### src/rtl/pipe_hazard_ctrl_pkg.sv
// Shared types for the pipeline stall/flush sequencer.
// Optional stall counter is built only when PIPE_PERF_CNT_EN is defined.
package pipe_ctrl_pkg;

    typedef enum logic [1:0] {
        IDLE = 2'd0,
        WAIT = 2'd1,
        ERR  = 2'd2
    } dmem_state_t;

    localparam logic [4:0] REG_ZERO = 5'd0;

    // A register dependency only counts when the producer is not $zero.
    function automatic logic reg_dep(
        input logic [4:0] dst,
        input logic [4:0] src
    );
        return (dst != REG_ZERO) && (dst == src);
    endfunction

endpackage

### src/rtl/pipe_hazard_ctrl_if.sv
// Hazard-controller bus: pipeline status in, stage controls out.
// stall_cnt_o and PERF_W exist only when PIPE_PERF_CNT_EN is defined.
interface pipe_hazard_ctrl_if
`ifdef PIPE_PERF_CNT_EN
    #(parameter int PERF_W = 32)
`endif
    ;

    logic       IDEX_MemRead_i;
    logic [4:0] IDEX_rt_i;
    logic [4:0] IFID_rs_i;
    logic [4:0] IFID_rt_i;
    logic       branch_taken_i;
    logic       EXMEM_MemRead_i;
    logic       EXMEM_MemWrite_i;
    logic       dmem_ack_i;

    logic       dmem_req_o;
    logic       pc_write_o;
    logic       ifid_write_o;
    logic       ifid_flush_o;
    logic       idex_hold_o;
    logic       idex_bubble_o;
    logic       exmem_hold_o;
    logic       memwb_bubble_o;
    logic       mem_timeout_o;
`ifdef PIPE_PERF_CNT_EN
    logic [PERF_W-1:0] stall_cnt_o;
`endif

    // Pipeline side: reports hazard sources, consumes stage controls.
    modport master (
        output IDEX_MemRead_i, IDEX_rt_i, IFID_rs_i, IFID_rt_i,
        output branch_taken_i, EXMEM_MemRead_i, EXMEM_MemWrite_i,
        output dmem_ack_i,
        input  dmem_req_o, pc_write_o, ifid_write_o, ifid_flush_o,
        input  idex_hold_o, idex_bubble_o, exmem_hold_o,
        input  memwb_bubble_o, mem_timeout_o
`ifdef PIPE_PERF_CNT_EN
        , input stall_cnt_o
`endif
    );

    // Controller side.
    modport slave (
        input  IDEX_MemRead_i, IDEX_rt_i, IFID_rs_i, IFID_rt_i,
        input  branch_taken_i, EXMEM_MemRead_i, EXMEM_MemWrite_i,
        input  dmem_ack_i,
        output dmem_req_o, pc_write_o, ifid_write_o, ifid_flush_o,
        output idex_hold_o, idex_bubble_o, exmem_hold_o,
        output memwb_bubble_o, mem_timeout_o
`ifdef PIPE_PERF_CNT_EN
        , output stall_cnt_o
`endif
    );

endinterface

### src/rtl/pipe_hazard_ctrl_dmem_wait_fsm.sv
// Data-memory req/ack sequencer with wait counter and sticky timeout.
// Independent of PIPE_PERF_CNT_EN.
module dmem_wait_fsm
    import pipe_ctrl_pkg::*;
#(
    parameter int TIMEOUT_CYC = 255,
    parameter int CNT_W       = 8
) (
    input  logic clk_i,
    input  logic rst_i,
    input  logic mem_op,
    input  logic ack,
    output logic dmem_req,
    output logic mem_stall,
    output logic mem_timeout
);

    localparam logic [CNT_W-1:0] CNT_MAX = CNT_W'(TIMEOUT_CYC);

    dmem_state_t      state, state_nxt;
    logic [CNT_W-1:0] cnt, cnt_nxt;
    logic             tmo_q;

    // State, wait counter and sticky timeout flag.
    always_ff @(posedge clk_i or posedge rst_i) begin
        if (rst_i) begin
            state <= IDLE;
            cnt   <= '0;
            tmo_q <= 1'b0;
        end else begin
            state <= state_nxt;
            cnt   <= cnt_nxt;
            tmo_q <= (state_nxt == ERR);
        end
    end

    // Next state: open a wait window on an unacked access, time out at the limit.
    always_comb begin
        state_nxt = state;
        cnt_nxt   = cnt;
        unique case (state)
            IDLE: begin
                if (mem_op && !ack) begin
                    state_nxt = WAIT;
                    cnt_nxt   = CNT_W'(1);
                end
            end
            WAIT: begin
                if (ack) begin
                    state_nxt = IDLE;
                    cnt_nxt   = '0;
                end else if (cnt == CNT_MAX) begin
                    state_nxt = ERR;
                end else begin
                    cnt_nxt = cnt + 1'b1;
                end
            end
            ERR: begin
                state_nxt = ERR;
            end
            default: begin
                state_nxt = IDLE;
                cnt_nxt   = '0;
            end
        endcase
    end

    // Outputs: request and freeze, both forced quiet while reset is held.
    always_comb begin
        dmem_req  = 1'b0;
        mem_stall = 1'b0;
        if (!rst_i) begin
            unique case (state)
                IDLE: begin
                    dmem_req  = mem_op;
                    mem_stall = mem_op && !ack;
                end
                WAIT: begin
                    dmem_req  = 1'b1;
                    mem_stall = !ack;
                end
                ERR: begin
                    dmem_req  = 1'b0;
                    mem_stall = 1'b1;
                end
                default: begin
                    dmem_req  = 1'b0;
                    mem_stall = 1'b0;
                end
            endcase
        end
    end

    assign mem_timeout = tmo_q;

endmodule

### src/rtl/pipe_hazard_ctrl.sv
// Stall/flush sequencer for the 5-stage pipeline: hazards, flush, memory freeze.
// Define PIPE_PERF_CNT_EN to add the saturating stall-cycle counter.
module pipe_hazard_ctrl
    import pipe_ctrl_pkg::*;
#(
    parameter int TIMEOUT_CYC = 255,
    parameter int CNT_W       = 8
) (
    input logic               clk_i,
    input logic               rst_i,
    pipe_hazard_ctrl_if.slave bus
);

    logic mem_op;
    logic mem_stall;
    logic load_use;
    logic pc_write;
    logic ifid_write;
    logic ifid_flush;
    logic idex_hold;
    logic idex_bubble;
    logic exmem_hold;
    logic memwb_bubble;

    assign mem_op = bus.EXMEM_MemRead_i | bus.EXMEM_MemWrite_i;

    dmem_wait_fsm #(
        .TIMEOUT_CYC (TIMEOUT_CYC),
        .CNT_W       (CNT_W)
    ) u_fsm (
        .clk_i       (clk_i),
        .rst_i       (rst_i),
        .mem_op      (mem_op),
        .ack         (bus.dmem_ack_i),
        .dmem_req    (bus.dmem_req_o),
        .mem_stall   (mem_stall),
        .mem_timeout (bus.mem_timeout_o)
    );

    assign load_use = bus.IDEX_MemRead_i
                    & (reg_dep(bus.IDEX_rt_i, bus.IFID_rs_i)
                    |  reg_dep(bus.IDEX_rt_i, bus.IFID_rt_i));

    // Priority: memory freeze, then load-use bubble, then branch flush.
    always_comb begin
        pc_write     = 1'b1;
        ifid_write   = 1'b1;
        ifid_flush   = 1'b0;
        idex_hold    = 1'b0;
        idex_bubble  = 1'b0;
        exmem_hold   = 1'b0;
        memwb_bubble = 1'b0;
        priority case (1'b1)
            rst_i: begin
                pc_write = 1'b1;
            end
            mem_stall: begin
                pc_write     = 1'b0;
                ifid_write   = 1'b0;
                idex_hold    = 1'b1;
                exmem_hold   = 1'b1;
                memwb_bubble = 1'b1;
            end
            load_use: begin
                pc_write    = 1'b0;
                ifid_write  = 1'b0;
                idex_bubble = 1'b1;
            end
            bus.branch_taken_i: begin
                ifid_flush = 1'b1;
            end
            default: begin
                pc_write = 1'b1;
            end
        endcase
    end

    assign bus.pc_write_o     = pc_write;
    assign bus.ifid_write_o   = ifid_write;
    assign bus.ifid_flush_o   = ifid_flush;
    assign bus.idex_hold_o    = idex_hold;
    assign bus.idex_bubble_o  = idex_bubble;
    assign bus.exmem_hold_o   = exmem_hold;
    assign bus.memwb_bubble_o = memwb_bubble;

`ifdef PIPE_PERF_CNT_EN
    // Count cycles in which the PC is frozen, sticking at all-ones.
    always_ff @(posedge clk_i or posedge rst_i) begin
        if (rst_i) begin
            bus.stall_cnt_o <= '0;
        end else if (!pc_write && !(&bus.stall_cnt_o)) begin
            bus.stall_cnt_o <= bus.stall_cnt_o + 1'b1;
        end
    end
`endif

endmodule

### src/flat_wrapper.sv
// flat-port wrapper written by rule: the top's interface ports become plain ports
module pipe_hazard_ctrl_flat import pipe_ctrl_pkg::*;
#(
    parameter int TIMEOUT_CYC = 255,
    parameter int CNT_W       = 8
)
  (clk_i, rst_i, bus_IDEX_MemRead_i, bus_IDEX_rt_i, bus_IFID_rs_i, bus_IFID_rt_i, bus_branch_taken_i, bus_EXMEM_MemRead_i, bus_EXMEM_MemWrite_i, bus_dmem_ack_i, bus_dmem_req_o, bus_pc_write_o, bus_ifid_write_o, bus_ifid_flush_o, bus_idex_hold_o, bus_idex_bubble_o, bus_exmem_hold_o, bus_memwb_bubble_o, bus_mem_timeout_o);
  pipe_hazard_ctrl_if bus_i ();
  input logic clk_i;
  input logic rst_i;
  input wire logic [$bits(bus_i.IDEX_MemRead_i)-1:0] bus_IDEX_MemRead_i;
  input wire logic [$bits(bus_i.IDEX_rt_i)-1:0] bus_IDEX_rt_i;
  input wire logic [$bits(bus_i.IFID_rs_i)-1:0] bus_IFID_rs_i;
  input wire logic [$bits(bus_i.IFID_rt_i)-1:0] bus_IFID_rt_i;
  input wire logic [$bits(bus_i.branch_taken_i)-1:0] bus_branch_taken_i;
  input wire logic [$bits(bus_i.EXMEM_MemRead_i)-1:0] bus_EXMEM_MemRead_i;
  input wire logic [$bits(bus_i.EXMEM_MemWrite_i)-1:0] bus_EXMEM_MemWrite_i;
  input wire logic [$bits(bus_i.dmem_ack_i)-1:0] bus_dmem_ack_i;
  output wire logic [$bits(bus_i.dmem_req_o)-1:0] bus_dmem_req_o;
  output wire logic [$bits(bus_i.pc_write_o)-1:0] bus_pc_write_o;
  output wire logic [$bits(bus_i.ifid_write_o)-1:0] bus_ifid_write_o;
  output wire logic [$bits(bus_i.ifid_flush_o)-1:0] bus_ifid_flush_o;
  output wire logic [$bits(bus_i.idex_hold_o)-1:0] bus_idex_hold_o;
  output wire logic [$bits(bus_i.idex_bubble_o)-1:0] bus_idex_bubble_o;
  output wire logic [$bits(bus_i.exmem_hold_o)-1:0] bus_exmem_hold_o;
  output wire logic [$bits(bus_i.memwb_bubble_o)-1:0] bus_memwb_bubble_o;
  output wire logic [$bits(bus_i.mem_timeout_o)-1:0] bus_mem_timeout_o;
  assign bus_i.IDEX_MemRead_i = bus_IDEX_MemRead_i;
  assign bus_i.IDEX_rt_i = bus_IDEX_rt_i;
  assign bus_i.IFID_rs_i = bus_IFID_rs_i;
  assign bus_i.IFID_rt_i = bus_IFID_rt_i;
  assign bus_i.branch_taken_i = bus_branch_taken_i;
  assign bus_i.EXMEM_MemRead_i = bus_EXMEM_MemRead_i;
  assign bus_i.EXMEM_MemWrite_i = bus_EXMEM_MemWrite_i;
  assign bus_i.dmem_ack_i = bus_dmem_ack_i;
  assign bus_dmem_req_o = bus_i.dmem_req_o;
  assign bus_pc_write_o = bus_i.pc_write_o;
  assign bus_ifid_write_o = bus_i.ifid_write_o;
  assign bus_ifid_flush_o = bus_i.ifid_flush_o;
  assign bus_idex_hold_o = bus_i.idex_hold_o;
  assign bus_idex_bubble_o = bus_i.idex_bubble_o;
  assign bus_exmem_hold_o = bus_i.exmem_hold_o;
  assign bus_memwb_bubble_o = bus_i.memwb_bubble_o;
  assign bus_mem_timeout_o = bus_i.mem_timeout_o;
  pipe_hazard_ctrl #(.TIMEOUT_CYC(TIMEOUT_CYC), .CNT_W(CNT_W)) u_core (.clk_i(clk_i), .rst_i(rst_i), .bus(bus_i));
endmodule
### config.mk
export PLATFORM = sky130hd
export DESIGN_NAME = pipe_hazard_ctrl_flat
export DESIGN_NICKNAME = d
export VERILOG_FILES = /design/src/rtl/pipe_hazard_ctrl_pkg.sv /design/src/rtl/pipe_hazard_ctrl_if.sv /design/src/rtl/pipe_hazard_ctrl_dmem_wait_fsm.sv /design/src/rtl/pipe_hazard_ctrl.sv /design/src/flat_wrapper.sv
export SDC_FILE = /design/constraint.sdc
export NUM_CORES = 1
export LEC_CHECK = 0
export CAP_MARGIN = 20
export CORE_UTILIZATION = 45
export CTS_BUF_LIST = sky130_fd_sc_hd__clkbuf_4
export CTS_CLUSTER_SIZE = 12
export DETAILED_ROUTE_END_ITERATION = 10
export PLACE_DENSITY = 0.81
export SYNTH_ARGS = -nofsm -noshare
export SYNTH_HDL_FRONTEND = slang
export SYNTH_HIERARCHICAL = 1
export SYNTH_SLANG_ARGS = --single-unit
### constraint.sdc
create_clock -name clk_i -period 2.3 [get_ports clk_i]
set_input_delay 0.46 -clock clk_i [delete_from_list [all_inputs] [get_ports clk_i]]
set_output_delay 0.46 -clock clk_i [all_outputs]
set_load 0.1 [all_outputs]
==> impl_metrics.tcl, run 1 <==
set metrics [dict create \
    pwr_density_cell_nw_per_um2 414 \
    core_um2 1750 \
    power_w 0.000589 \
    hold_path_class "reg -> reg" \
    worstMarginPinSlew_ns 0.430 \
    post_drt_via_cell_ratio 5.82 \
    pin_count 31 \
    path_cells "dlygate4sd2_1 -> or2_4 -> o21ai_4 -> a21oi_2 -> nor2b_4 -> buf_4 -> a21oi_4 -> buf_12" \
    dp_hpwl_um 1820 \
    p_int_w 0.000389 \
    path_clk_slew_ns 0.07 \
    drive_gt1_share_pct 33.8 \
    clkPwrFrac_pct 24.1 \
    hold_start "u_core/u_fsm/state[0]" \
    layout_commonest_cell "buf_4" \
    synth_cells 99 \
    cts_hold_buffers 0 \
    drcViolationCount 0 \
    synth_top_area_cell "dfrtp_1" \
    cp-end-kind "primary output" \
    final.period_utilization_pct 98.9 \
    ys_seq_area_share_pct 32.8 \
    crit_start "bus_EXMEM_MemWrite_i" \
    clk_latency_ns 0.27 \
    r2r_start "u_core/u_fsm/state[1]" \
    synth_compound_area_share_pct 22.7 \
    maxSlewHeadroom_pct 71.3 \
    firstDrtPassIters 4 \
    syn_area_um2 840 \
    area_delta_synth_final_pct 69.4 \
    synth-seq-cells 11 \
    worstRegToRegCells 3 \
    fin_nets 166 \
    nFillCells 97 \
    crit_fanout 2 \
    yosys-mux-area-fraction_pct 0 \
    grt_overflow 0 \
    synth-simple-area-share_pct 25.9 \
    hold_path_depth 1 \
    via_count 972 \
    grt_max_degree 12 \
    synth_area_leaders "dfrtp_1 (33%), xnor2_1 (10%), a21oi_1 (5.4%)" \
    synth_xor_area_share_pct 10.4 \
    synth.distinct_cells 36 \
    rsz0062_at_grt "yes" \
    drv_slew 0 \
    period_needed_ns 2.27 \
    power_frac_seq_pct 36.4 \
    clockRootBuffer "clkbuf_4" \
    drt-total-wl_um 2510 \
    cpPeakStageDelay_ns 0.26 \
    grt_pass1_vias 946 \
    syn_nets 122 \
    cts_tree "built" \
    ant_nets 0 \
    ys_async_sr_fraction_pct 100 \
    portBuffers 30 \
    crit_family "buffers and inverters" \
    cts.path.max_buffers 2 \
    highest_layer "met4" \
    finalWorstSetupSlack_ns 0.0262 \
    wl_met2_um 1290 \
    synth_edf_count 0 \
    cts_num_sinks 11 \
    crit_type "in -> out" \
    htree_levels 1 \
    dr.first_iter.drc_count 49 \
    avgSynthCellArea_um2 8.48 \
    cp_slowest_cell "or2_4" \
    met3_length_um 234 \
    required_ns 1.84 \
    cap_viol_max_count 0 \
    die_width_um 45.2 \
    synth_flop_cell "dfrtp_1" \
    start_kind "primary input" \
    die_h_um 45.2 \
    avgRoutedWirePerCell_um 15.0 \
    n_antenna_cell 0 \
    grt_pass1_wl_um 3950 \
    status "completed" \
    final_cell_mix "buf_4 (16), clkdlybuf4s50_1 (13), xnor2_1 (10), dfrtp_1 (10), nand3_1 (9)" \
    power.leakage_nw 0.595 \
    comb_power_share_pct 39.4 \
    grt_use_total_pct 26.6 \
    dieArea_um2 2040 \
    fmax_mhz 440 \
    antenna_found_initial 0 \
    synth_top_area_share_pct 32.8 \
    start_util_pct 48.1 \
    synthAdderAreaFrac_pct 1.49 \
    row_count 15 \
    finalClockSkew_ns 0.0103 \
    gp_congestion 0.847 \
    switchingPower_w 0.000200 \
    cts_inserted_buffers 3 \
    met1_length_um 952 \
    peakVddDrop_v 0.000294 \
    sw_frac_of_total_pct 34.0 \
    synth_top_family_by_area "simple AND/OR/NAND/NOR gates" \
    arrival_ns 1.81 \
    crit_cells 8 \
    crit_buf_inv 3 \
    dp_slack_ns -0.300 \
    hold_viol_final 0 \
    yosysWarnings 6 \
    finalSetupViolCount 0 \
]
-- layout make-up --
| type | instances | area (um2) | share of cell area (%) |
|---|---|---|---|
| inverters | 6 | 22.5 | 1.58 |
| repair buffers | 45 | 478 | 33.6 |
| clock buffers | 4 | 30.0 | 2.11 |
| flip-flops and latches | 11 | 277 | 19.4 |
| well taps | 25 | 31.3 | 2.20 |
| multi-input cells | 76 | 584 | 41.1 |
-- kinds of logic (layout without fill, tap and decap cells) --
logic type / after synthesis / count (layout)
and+or+nand+nor: 37 / 37
AOI/OAI and AO/OA: 28 / 28
buffers and inverters: 12 / 55
DFF: 11 / 11
xor gates and xnor gates: 10 / 10
adders and majority gates: 1 / 1
-- synthesized netlist by cell type, types with 2 or more instances --
| cell type | n |
|---|---|
| a211oi_1 | 2 |
| a21oi_1 | 9 |
| a31oi_1 | 2 |
| a41oi_1 | 2 |
| and3_1 | 2 |
| and4_1 | 2 |
| buf_4 | 3 |
| clkbuf_1 | 3 |
| dfrtp_1 | 11 |
| inv_1 | 5 |
| nand2_1 | 6 |
| nand3_1 | 9 |
| nand4_1 | 4 |
| nor2_1 | 4 |
| o31ai_1 | 4 |
| or4_1 | 2 |
| xnor2_1 | 10 |
-- metrics by stage --
stage,setup TNS (ns),hold slack [ns],utilization (%),cell area (um2),std cells
6_report,0,0.598,81.5,1420,167
5_1_grt,-0.0160,0.597,81.5,1420,167
4_1_cts,0,0.599,80.4,1400,166
3_5_place_dp,-1.26,0.577,77.0,1340,161
3_3_place_gp,-0.938,0.575,77.0,1340,161
2_1_floorplan,-0.652,0.312,-,871,99
-- layer usage --
layer | track usage (%) | vias to the layer above
li1 | - | 454
met1 | 30.5 | 444
met2 | 45.5 | 68
met3 | 7.60 | 6
met4 | 12.1 | 0
met5 | 0 | -
-- path summary, 6_finish.rpt --
kind / endpoint / slack, ns
setup / recovery: bus_pc_write_o / 0.03
hold / removal: u_core/u_fsm/state[0] / 0.60
setup reg to reg: u_core/u_fsm/cnt[5] / 0.69
hold reg to reg: u_core/u_fsm/state[0] / 0.60
max in group asynchronous: u_core/u_fsm/state[0] / 1.26
min in group asynchronous: u_core/u_fsm/state[1] / 0.72
-- power groups by stage --
stage	Combinational, W	Clock, W	Sequential (W)
6_report	0.000232	0.000142	0.000214
2_1_floorplan	0.000122	0	0.000213
3_5_place_dp	0.000224	0	0.000216
4_1_cts	0.000229	0.000144	0.000212
5_1_grt	0.000247	0.000156	0.000216
3_3_place_gp	0.000217	0	0.000215
-- registers in the layout, indices dropped and copies added, names as in the netlist --
register,flops
u_core/u_fsm/state,2
u_core/u_fsm/cnt,8
u_core/u_fsm/mem_timeout,1
-- repair_timing --
item                                    CTS  global route
setup buffers                             1             1
endpoints found under the setup margin    7             7
resized for setup                        23             4
endpoints found under the hold margin     0             0
gates cloned                              0             0
pin swaps                                 9             5
Power figures use the tool's default switching activity.
==> inputs of run 2 (changes only) <==
--- a/config.mk
+++ b/config.mk
@@ -11,6 +11,7 @@
 export CTS_CLUSTER_SIZE = 12
 export DETAILED_ROUTE_END_ITERATION = 10
 export PLACE_DENSITY = 0.81
+export REMOVE_ABC_BUFFERS = 1
 export SYNTH_ARGS = -nofsm -noshare
 export SYNTH_HDL_FRONTEND = slang
 export SYNTH_HIERARCHICAL = 1
==> run 2 against run 1 <==
  * Clock-buffer cell count is the same
  * Core utilization grew 2.1 points
  * Maximum frequency grew 0.96%
  * Non-clock buffer count grew 2
  * Total power grew 4.7%
  * Clock power grew 11%
  * Die area is the same
  * Critical endpoint unchanged
==> impl_metrics.tcl, run 2 (synthesized netlist as in run 1, its figures left out) <==
set metrics [dict create \
    reg2reg_slack_ns 0.58 \
    cpPeakStageDelay_ns 0.26 \
    finalWorstSetupSlack_ns 0.0478 \
    hold_path_class "reg -> reg" \
    fin_util_pct 83.6 \
    finalClockSkew_ns 0.0152 \
    crit_buf_inv 3 \
    via_count 1023 \
    layout_commonest_cell "buf_4" \
    rsz0062_at_grt "yes" \
    drcViolationCount 0 \
    crit_family "buffers and inverters" \
    clockRootBuffer "clkbuf_4" \
    peakVddDrop_v 0.000245 \
    power.leakage_nw 0.625 \
    crit_cells 8 \
    status "completed" \
    nFillCells 85 \
    drt-total-wl_um 3160 \
    grt_max_degree 12 \
    antenna_found_initial 0 \
    post_drt_via_cell_ratio 6.05 \
    htree_levels 1 \
    pwr_density_cell_nw_per_um2 423 \
    grt_overflow 0 \
    dr.first_iter.drc_count 77 \
    fmax_mhz 444 \
    path_cells "clkdlybuf4s15_1 -> or2_4 -> o21ai_4 -> a21oi_4 -> nor2b_4 -> buf_6 -> a21oi_4 -> buf_12" \
    period_needed_ns 2.25 \
    crit_type "in -> out" \
    fin_nets 168 \
    placed_area_um2 1310 \
    cts_tree "built" \
    ant_nets 0 \
    final_cell_area_um2 1460 \
    drv_slew 0 \
    worstRegToRegCells 4 \
    cts_hold_buffers 0 \
    avgRoutedWirePerCell_um 18.7 \
    worstMarginPinSlew_ns 0.445 \
    die_h_um 45.2 \
    cp-end-kind "primary output" \
    core_um2 1750 \
    clk_latency_ns 0.29 \
    r2r_start "u_core/u_fsm/state[0]" \
    largest-register "u_core/u_fsm/cnt" \
    final_cell_mix "buf_4 (16), clkdlybuf4s50_1 (11), dfrtp_1 (10)" \
    grt_pass1_vias 976 \
    pin_count 31 \
    crit_fanout 2 \
    crit_start "bus_EXMEM_MemWrite_i" \
    drive_gt1_share_pct 36.8 \
    hold_viol_final 0 \
    cp_slowest_cell "or2_4" \
    dp_hpwl_um 1820 \
    cts_num_sinks 11 \
    critPathCapture "bus_pc_write_o" \
    gp_congestion 0.860 \
    portBuffers 30 \
    arrival_ns 1.79 \
    start_util_pct 48.1 \
    dp_slack_ns -0.307 \
    largest_reg_flops 8 \
    die_width_um 45.2 \
    grt_use_total_pct 31.9 \
    dieArea_um2 2040 \
    cap_viol_max_count 0 \
    finalSetupViolCount 0 \
    cts_inserted_buffers 3 \
    n_antenna_cell 0 \
    grt_pass1_wl_um 4560 \
    place_inst 160 \
    path_clk_slew_ns 0.09 \
    maxSlewHeadroom_pct 70.3 \
    r2r-end "u_core/u_fsm/cnt[5]" \
    cts.path.max_buffers 2 \
    row_count 15 \
    area_delta_synth_final_pct 73.8 \
    required_ns 1.84 \
    firstDrtPassIters 4 \
    final.period_utilization_pct 97.9 \
    instances_no_fill 169 \
    start_kind "primary input" \
    cpMostUsedCell "a21oi_4" \
]
## run 2: changes by cell type in the layout (fill, tap and decap cells not counted), sizes merged
cell           before  now
clkdlybuf4s50      13   11
clkbuf              4    6
dlymetal6s2s        1    3
dlygate4sd2         4    1
buf                26   27
clkdlybuf4s15       1    3
## run 2: layout make-up
| class | instances | area (um2) | area share (%) |
|---|---|---|---|
| Multi-Input combinational cell | 76 | 594 | 40.7 |
| Timing Repair Buffer | 47 | 504 | 34.6 |
| Sequential cell | 11 | 277 | 19.0 |
| Tap cell | 25 | 31.3 | 2.14 |
| Clock buffer | 4 | 30.0 | 2.06 |
| Inverter | 6 | 22.5 | 1.54 |
## run 2: how the worst min path moves through the flow
stage	endpoint	from	cells past startpoint
3_3_place_gp	u_core/u_fsm/cnt[1]	u_core/u_fsm/cnt[1]	2
3_5_place_dp	u_core/u_fsm/cnt[1]	u_core/u_fsm/cnt[1]	2
6_report	u_core/u_fsm/state[0]	u_core/u_fsm/state[0]	1
5_1_grt	u_core/u_fsm/state[0]	u_core/u_fsm/state[0]	1
4_1_cts	u_core/u_fsm/cnt[1]	u_core/u_fsm/cnt[1]	2
2_1_floorplan	u_core/u_fsm/cnt[0]	rst_i	1
## run 2: metrics by stage
stage               total power, W  setup TNS, ns  hold slack, ns
floorplan                 0.000325         -21.43           0.312
global placement          0.000424          -1.33           0.575
detailed placement        0.000429          -1.51           0.577
CTS                       0.000582              0           0.594
global route              0.000641        -0.0677           0.558
finish                    0.000617              0           0.555
## run 2: timing repair
item,in CTS,in global routing
endpoints found under the setup margin,7,7
gates cloned,0,0
setup buffers,1,4
gates resized for setup,26,17
pin swaps,10,11
## run 2: layer usage
layer	wire (um)	up-vias	GRT usage (%)
met5	0	-	0
met4	141	0	19.4
met3	228	17	6.40
met2	1550	69	53.3
met1	1240	475	37.3
li1	-	462	-
## run 2: where the power goes
part           internal [W]  total, W  switching [W]
Clock             0.0000792  0.000157      0.0000779
Sequential         0.000201  0.000214      0.0000133
Combinational      0.000114  0.000246       0.000132
==> inputs of run 3 (changes only) <==
--- a/config.mk
+++ b/config.mk
@@ -6,11 +6,13 @@
 export NUM_CORES = 1
 export LEC_CHECK = 0
 export CAP_MARGIN = 20
-export CORE_UTILIZATION = 45
+export CELL_PAD_IN_SITES_DETAIL_PLACEMENT = 1
+export CELL_PAD_IN_SITES_GLOBAL_PLACEMENT = 1
+export CORE_UTILIZATION = 32
 export CTS_BUF_LIST = sky130_fd_sc_hd__clkbuf_4
 export CTS_CLUSTER_SIZE = 12
 export DETAILED_ROUTE_END_ITERATION = 10
-export PLACE_DENSITY = 0.81
+export PLACE_DENSITY_LB_ADDON = 0.1
 export REMOVE_ABC_BUFFERS = 1
 export SYNTH_ARGS = -nofsm -noshare
 export SYNTH_HDL_FRONTEND = slang
==> run 3 against run 2 <==
  * Sequential cell count stayed put
  * Core utilization is 28 points lower
  * Clock-buffer cell count stayed put
  * Die area is 39% higher
  * Sequential share of layout area is 0.96 points higher
  * Combinational power is 7% lower
  * Sequential power hardly changed
  * Setup slack worse by 0.011 ns
  * Routed wire length is 5.7% lower
  * Worst hold slack better by 0.042 ns
==> impl_metrics.tcl, run 3 (synthesized netlist as in run 1, its figures left out) <==
set metrics [dict create \
    status "completed" \
    min_to "u_core/u_fsm/cnt[1]" \
    arrival_ns 1.80 \
    hold_viol_final 0 \
    cts_inserted_buffers 3 \
    post_drt_via_cell_ratio 5.56 \
    final.period_utilization_pct 98.4 \
    n_antenna_cell 0 \
    pwr_density_cell_nw_per_um2 425 \
    ant_nets 0 \
    required_ns 1.84 \
    grt_pass1_wl_um 4700 \
    reg2reg_slack_ns 0.73 \
    start_kind "primary input" \
    drcViolationCount 0 \
    rsz0062_at_grt "yes" \
    crit_fanout 2 \
    dr.first_iter.drc_count 19 \
    switchingPower_w 0.000205 \
    clk_latency_ns 0.27 \
    instances_no_fill 170 \
    core_um2 2480 \
    gp_congestion 0.742 \
    largest-register "u_core/u_fsm/cnt" \
    via_count 945 \
    final_cell_mix "clkdlybuf4s50_1 (13), buf_4 (13), xnor2_1 (10), dfrtp_1 (10), nand3_1 (9)" \
    hold_path_depth 2 \
    portBuffers 30 \
    die_width_um 53.2 \
    crit_type "in -> out" \
    drv_slew 0 \
    cp_slowest_cell "clkdlybuf4s50_1" \
    dp_hpwl_um 2210 \
    clkPwrFrac_pct 25.0 \
    antenna_found_initial 0 \
    grt_use_total_pct 23.6 \
    r2r_start "u_core/u_fsm/cnt[0]" \
    worstRegToRegCells 4 \
    drive_gt1_share_pct 34.3 \
    cpPeakStageDelay_ns 0.49 \
    cts_num_sinks 11 \
    die_h_um 53.2 \
    p_int_w 0.000386 \
    hold_path_class "reg -> reg" \
    clockRootBuffer "clkbuf_4" \
    power_frac_seq_pct 36.1 \
    place_inst 165 \
    fin_nets 164 \
    hold_start "u_core/u_fsm/cnt[1]" \
    avgRoutedWirePerCell_um 17.5 \
    largest_reg_flops 8 \
    cap_viol_max_count 0 \
    dp_slack_ns -0.357 \
    power.leakage_nw 0.580 \
    path_clk_slew_ns 0.07 \
    cts_tree "built" \
    comb_power_share_pct 39.0 \
    sw_frac_of_total_pct 34.7 \
    area_delta_synth_final_pct 65.4 \
    grt_max_degree 12 \
    htree_levels 1 \
    maxSlewHeadroom_pct 69.4 \
    row_count 18 \
    finalSetupViolCount 0 \
    cp-end-kind "primary output" \
    pin_count 31 \
    worstMarginPinSlew_ns 0.458 \
    finalClockSkew_ns 0.00367 \
    drt-total-wl_um 2980 \
    cts_hold_buffers 0 \
    cts.path.max_buffers 2 \
    grt_overflow 0 \
    finalWorstSetupSlack_ns 0.0365 \
    r2r-end "u_core/u_fsm/cnt[6]" \
    period_needed_ns 2.26 \
    path_cells "clkdlybuf4s50_1 -> xnor2_1 -> nand3_1 -> o22ai_2 -> and3_1 -> buf_12" \
    firstDrtPassIters 4 \
    peakVddDrop_v 0.000369 \
    start_util_pct 33.9 \
    dieArea_um2 2830 \
    grt_pass1_vias 957 \
    fmax_mhz 442 \
]
run 3: critical path, delay by kind of cell:
kind | cells | cell delay, ns
AOI/OAI and AO/OA | 1 | 0.20
xor gates and xnor gates | 1 | 0.13
buffers and inverters | 2 | 0.67
and+or+nand+nor | 2 | 0.33
run 3: power groups by stage:
| stage | clock (W) | combinational [W] | sequential (W) |
|---|---|---|---|
| final | 0.000147 | 0.000230 | 0.000213 |
| after global routing | 0.000161 | 0.000244 | 0.000215 |
| after CTS | 0.000155 | 0.000229 | 0.000212 |
| after detailed placement | 0 | 0.000219 | 0.000216 |
| after global placement | 0 | 0.000212 | 0.000215 |
| after floorplan | 0 | 0.000112 | 0.000213 |
run 3: what timing repair did:
action / CTS / global route
setup buffers: 1 / 0
setup endpoints to repair: 7 / 7
hold endpoints to repair: 0 / 0
gates resized for setup: 26 / 9
pin swaps: 9 / 5
run 3: stage by stage:
step	utilization (%)	setup TNS, ns	power, W	hold WS, ns	instance area [um2]
finish	56.1	0	0.000590	0.596	1390
floorplan	-	-21.43	0.000325	0.312	806
CTS	56.3	0	0.000596	0.604	1390
global placement	52.9	-1.68	0.000427	0.573	1310
detailed placement	52.9	-1.80	0.000435	0.586	1310
global route	56.1	-0.0281	0.000620	0.609	1390
run 3: how the worst max path moves through the flow:
stage | from | to | slack, ns | cells after the start
global route | bus_EXMEM_MemRead_i | bus_ifid_flush_o | -0.02 | 8
global placement | bus_IDEX_rt_i[2] | bus_pc_write_o | -0.32 | 6
floorplan | bus_dmem_ack_i | bus_ifid_write_o | -5.25 | 5
detailed placement | bus_IDEX_rt_i[2] | bus_ifid_write_o | -0.36 | 6
finish | bus_IFID_rs_i[4] | bus_idex_bubble_o | 0.04 | 6
CTS | bus_IDEX_rt_i[2] | bus_ifid_write_o | 0.007 | 6
run 3: layout make-up:
cell class                      instances  area (um2)
Sequential cell                        11         277
Inverter                                6        25.0
Clock buffer                            4        30.0
Fill cell                             297        1090
Tap cell                               30        37.5
Multi-Input combinational cell         76         562
Timing Repair Buffer                   43         458
run 3: routing by layer:
| metal | track usage [%] | up-vias | share of wire, % |
|---|---|---|---|
| li1 | - | 458 | - |
| met1 | 28.8 | 452 | 41 |
| met2 | 40.4 | 29 | 53 |
| met3 | 4.89 | 6 | 4.4 |
| met4 | 7.46 | 0 | 1.7 |
| met5 | 0 | - | 0 |
